File: src/rtl/inst_queue_if.sv
// Fetch-to-decode packet channel. Carries one fetch packet per handshake.
// Modport fifo (alias master) is the producing side. Modport slave is the consuming side.
interface inst_queue_if #(
   parameter int unsigned PW = 4  // instruction slots per packet (core ID_WIDTH)
);

   typedef struct packed {
      logic [31:0]          pc;
      logic [PW-1:0]        valid;
      logic [PW-1:0][31:0]  inst;
      logic [PW-1:0]        predict_taken;
      logic [PW-1:0][31:0]  predict_target;
   } fetch_packet_t;

   logic          valid;
   logic          ready;
   fetch_packet_t packet;

   modport fifo   (output valid, output packet, input ready);
   modport master (output valid, output packet, input ready);
   modport slave  (input valid, input packet, output ready);

endinterface

File: src/rtl/inst_queue.sv
// Instruction queue between fetch and decode/rename.
// This is a circular buffer of whole fetch packets. Each pointer has an extra wrap bit.
// The output is driven straight from storage and has no bypass path, so a pushed packet
// is visible one cycle later at the earliest.
// in_packet uses the same layout as inst_queue_if.fetch_packet_t, flattened MSB-first:
// pc, valid, inst, predict_taken, predict_target.
// DEPTH must be a power of two and at least 2.
module inst_queue #(
   parameter int unsigned  DEPTH = 16,
   parameter int unsigned  PW    = 4,
   localparam int unsigned PktW  = 32 + PW + 32 * PW + PW + 32 * PW
) (
   input  logic                    clk,
   input  logic                    rst,
   input  logic                    flush,
   input  logic                    in_valid,
   output logic                    in_ready,
   input  logic [PktW-1:0]         in_packet,
   inst_queue_if.fifo              to_id,
   output logic [$clog2(DEPTH):0]  occupancy
);

   localparam int unsigned AW     = $clog2(DEPTH);
   localparam logic [AW:0] PtrOne = 1;

   logic [AW:0]     wptr_q, wptr_d;
   logic [AW:0]     rptr_q, rptr_d;
   logic [PktW-1:0] mem_q [DEPTH];

   logic full, empty, push, pop;

   // Status flags use registered pointers only, so in_ready never depends on to_id.ready.
   always_comb begin
      empty = (wptr_q == rptr_q);
      full  = (wptr_q[AW-1:0] == rptr_q[AW-1:0]) && (wptr_q[AW] != rptr_q[AW]);
      push  = in_valid && !full && !flush;
      pop   = !empty && to_id.ready && !flush;
   end

   // Pointer next-state: flush zeroes both pointers, otherwise each advances on its handshake.
   always_comb begin
      wptr_d = wptr_q;
      rptr_d = rptr_q;
      if (flush) begin
         wptr_d = '0;
         rptr_d = '0;
      end else begin
         if (push) wptr_d = wptr_q + PtrOne;
         if (pop)  rptr_d = rptr_q + PtrOne;
      end
   end

   // Pointer registers. rst overrides flush, push and pop.
   always_ff @(posedge clk) begin
      if (rst) begin
         wptr_q <= '0;
         rptr_q <= '0;
      end else begin
         wptr_q <= wptr_d;
         rptr_q <= rptr_d;
      end
   end

   // Packet storage has no reset. The pointers alone decide which entries are live.
   always_ff @(posedge clk) begin
      if (push) mem_q[wptr_q[AW-1:0]] <= in_packet;
   end

   // Outputs come from registered state only.
   always_comb begin
      in_ready      = !full;
      to_id.valid   = !empty;
      to_id.packet  = mem_q[rptr_q[AW-1:0]];
      occupancy     = wptr_q - rptr_q;
   end

endmodule

File: src/flat_wrapper.sv
// flat-port wrapper written by rule: the top's interface ports become plain ports
module inst_queue_flat 
#(
   parameter int unsigned  DEPTH = 16,
   parameter int unsigned  PW    = 4,
   localparam int unsigned PktW  = 32 + PW + 32 * PW + PW + 32 * PW
)
  (clk, rst, flush, in_valid, in_ready, in_packet, occupancy, to_id_valid, to_id_packet, to_id_ready);
  inst_queue_if #(.PW(PW)) to_id_i ();
  input  logic clk;
  input  logic rst;
  input  logic flush;
  input  logic in_valid;
  output logic in_ready;
  input  logic [PktW-1:0] in_packet;
  output logic [$clog2(DEPTH):0] occupancy;
  output wire logic [$bits(to_id_i.valid)-1:0] to_id_valid;
  output wire logic [$bits(to_id_i.packet)-1:0] to_id_packet;
  input wire logic [$bits(to_id_i.ready)-1:0] to_id_ready;
  assign to_id_valid = to_id_i.valid;
  assign to_id_packet = to_id_i.packet;
  assign to_id_i.ready = to_id_ready;
  inst_queue #(.DEPTH(DEPTH), .PW(PW)) u_core (.clk(clk), .rst(rst), .flush(flush), .in_valid(in_valid), .in_ready(in_ready), .in_packet(in_packet), .to_id(to_id_i), .occupancy(occupancy));
endmodule
File: config.mk
export PLATFORM = sky130hd
export DESIGN_NAME = inst_queue_flat
export DESIGN_NICKNAME = d
export VERILOG_FILES = /design/src/rtl/inst_queue_if.sv /design/src/rtl/inst_queue.sv /design/src/flat_wrapper.sv
export SDC_FILE = /design/constraint.sdc
export NUM_CORES = 2
export LEC_CHECK = 0
export CAP_MARGIN = 40
export CORE_ASPECT_RATIO = 0.9
export CORE_UTILIZATION = 45
export DETAILED_ROUTE_END_ITERATION = 10
export PLACE_DENSITY_LB_ADDON = 0.15
export SYNTH_ARGS = -nofsm -noshare
export SYNTH_HDL_FRONTEND = slang
export SYNTH_MEMORY_MAX_BITS = 65536
export SYNTH_SLANG_ARGS = --single-unit
File: constraint.sdc
create_clock -name clk -period 31.8 [get_ports clk]
set_input_delay 9.54 -clock clk [delete_from_list [all_inputs] [get_ports clk]]
set_output_delay 9.54 -clock clk [all_outputs]
set_load 0.03 [all_outputs]
==> reports/qor.yml <==
logic_synthesis:
  yosysMostFrequentCell: "edfxtp_1"
  syn_inst: 7634
  synthAdderAreaFrac: 0.000745
  syn_area_per_cell_um2: 23.3
  syn_area_um2: 178000
  ys_ff_latch: 4750
  muxShareOfSynthArea: 0.148
  synth-compound-area-share: 0.0277
  synth.yosys.seq_area_share: 0.800
  synthTopCellsByArea: "edfxtp_1 80%, mux4_2 13%, a22oi_1 2.4%"
  synth_largest_area_cell: "edfxtp_1"
  synthArstFlopShare: 0
  synth_xor_area_frac: 0.000590
  ys_top_cells_by_count: "4,736 x edfxtp_1, 1,046 x mux4_2, 561 x a22oi_1"
  yosysWarnings: 0
  synth_edf_count: 4736
  synth_top_area_frac: 0.799
  synth_cell_types: 38
  synthSimpleGateAreaFrac: 0.0101
  synth_top_family_by_area: "multiplexers"
  ys_dominant_reg_cell: "edfxtp_1"
  syn_nets: 7945
timing:
  final.setup_skew_ps: 71.0
  slew_headroom: 0.217
  layout_setup_ws_ps: 15240
  rsz0062_at_grt: "no"
  finalCritPeriodShare: 0.521
  worst_hold_slack_ps: 556
  hold_viol: 0
  tns_ps: 0
  finalSetupViolCount: 0
  slew_viol_final: 0
  worstMarginPinSlew_ps: 1170
  period_minus_slack_ps: 16560
  fmax_mhz: 60.4
route:
  routedWlPerCell_um: 31.9
  viasPerCell: 5.95
  drt_wl_total_um: 450000
  firstDrtPassIters: 5
  postRouteAntennaNets: 0
  drt_iter0_drc: 8596
  post-route-drc-count: 0
  route.vias.total: 84100
cells_and_area:
  drive_above_1_share: 0.222
  fin_nets: 8861
  fillers: 30000
  fin_area_um2: 207000
  multi_input_area_um2: 33500
  seqCellArea_um2: 143000
  area_growth_pct: 16.4
cts:
  clock_latency_ps: 1020
  cts.clk_slew.worst_paths_ps: 60
  ctsLongestPathBuffers: 4
  holdBufCountCts: 0
  cts_root_buf: "clkbuf_16"
  cts.sinks: 4750
  cts_setup_buffers: 0
  htreeDepth: 5
  numCtsBuffers: 471
  cts_tree: "built"
  cts_resized: 0
pwr:
  cellPowerDensity_nw_per_um2: 61.4
  power_leakage_uw: 0.0626
  power_uw: 12700
  ir_worst_vdd_v: 0.0000483
die:
  rows: 218
  initial_core_util: 0.453
  io_pins: 604
  fp.dieW_um: 665
  die-height_um: 599
  die_area_um2: 398000
  design.core.area_um2: 393000
setup_path:
  crit_type: "reg2out"
  cp-end-kind: "output port"
  reg2reg_depth: 11
  r2r_start: "u_core.wptr_q[2]$_SDFFE_PP0P_"
  worstReg2RegEnd: "u_core.mem_q[13][223]$_DFFE_PP_"
  crit_arrival_ps: 7020
  start_kind: "register"
  r2r_slack_ps: 25930
  crit_fanout: 55
  worstPathRequired_ps: 22260
grt:
  grt_overflow_total: 0
  grt_max_degree: 125
  antenna_found_initial: 107
  grt_usage: 0.223
  grt_pass1_vias: 87300
  grt_pass1_wl_um: 640000
placed_design:
  place_area_um2: 192000
  detailed_place_hpwl_um: 242000
  io_buffers: 603
  place_congestion: 0.738
  dpl_worst_slack_ps: 16250
worst_hold_path:
  hold_depth: 2
  min_from: "u_core.rptr_q[3]$_SDFFE_PP0P_"
  hp-class: "reg2reg"
run:
  cap_violations: 0
run_status:
  status: "completed"
[report_power, final]
group / internal [uW] / switching (uW) / total [uW]
Clock: 3070 / 2380 / 5450
Combinational: 137 / 228 / 365
Sequential: 6910 / 6.20 / 6920
Total: 10100 / 2610 / 12700
[registers in the layout, indices dropped and copies added, names as in the netlist, named ones only]
| register | count |
|---|---|
| u_core.mem_q | 4736 |
| u_core.rptr_q | 5 |
| u_core.wptr_q | 5 |
[cells by family after synthesis]
group | Yosys count
multiplexers | 1324
adder cells (fa/ha/maj) | 10
AND/OR/NAND/NOR | 432
XOR/XNOR | 12
AO/OA/AOI/OAI | 676
flip-flops | 4750
buffers and inverters | 430
[per-stage QoR]
step | util | std cells
6_report | 0.528 | 14100
5_1_grt | 0.528 | 14100
4_1_cts | 0.528 | 14100
3_5_place_dp | 0.489 | 13200
3_3_place_gp | 0.484 | 13200
2_1_floorplan | - | 7634
[placed cells by master, fill, tap and decap left out, drive strengths merged, types with 2 or more instances in the layout]
master         netlist  layout
nor3                 4       4
nand3               71      71
nor2                77      77
diode                0      20
and2                 3       3
o22ai              100     100
a21oi                4       4
mux4              1046    1046
a211oi               2       2
nor2b                7       7
clkdlybuf4s50        0     603
edfxtp            4736    4736
bufinv               0      40
ha                   9       9
a21o                 2       2
nand2              255     255
xor2                 5       5
clkbuf             120     583
mux2i              278     278
xnor2                7       7
dfxtp               14      14
or2                  3       3
o21ai                4       4
clkinv               0     214
buf                301     261
a22oi              561     561
nand2b               7       7
inv                  9      21
clkinvlp             0       9
[layer usage]
metal | share of wire | vias up | track usage
li1 | - | 34600 | -
met1 | 0.42 | 45900 | 0.306
met2 | 0.50 | 2732 | 0.377
met3 | 0.059 | 739 | 0.0353
met4 | 0.022 | 60 | 0.0516
met5 | 0.00080 | - | 0
[area by class of cell]
cell class              instances  share of cell area
repair buffers                864              0.0462
well taps                    5170              0.0312
diodes                         20            0.000241
multi-input cells            2454               0.162
clock inverters               275              0.0138
clock buffers                 583              0.0591
flip-flops and latches       4750               0.688
inverters                       9            0.000163
[worst max-delay path, stage by stage (launching register included)]
cell and delay (ps):
dfxtp_4 650, buf_4 260, buf_16 310, buf_4 760
buf_4 790, buf_4 420, buf_16 310, buf_4 750
mux4_2 410, a22oi_1 240, nand2_1 220, clkdlybuf4s50_1 650
[worst max path at each step]
stage / from / slack [ps] / end / cells after the start
after floorplan: flush / 580 / u_core.mem_q[0][0]$_DFFE_PP_ / 3
after global placement: register / 15740 / to_id_packet[157] / 9
after detailed placement: register / 16250 / to_id_packet[17] / 11
after CTS: register / 15130 / to_id_packet[8] / 11
after global routing: register / 14940 / to_id_packet[8] / 11
final: register / 15240 / to_id_packet[17] / 11
Power figures use the tool's default switching activity.
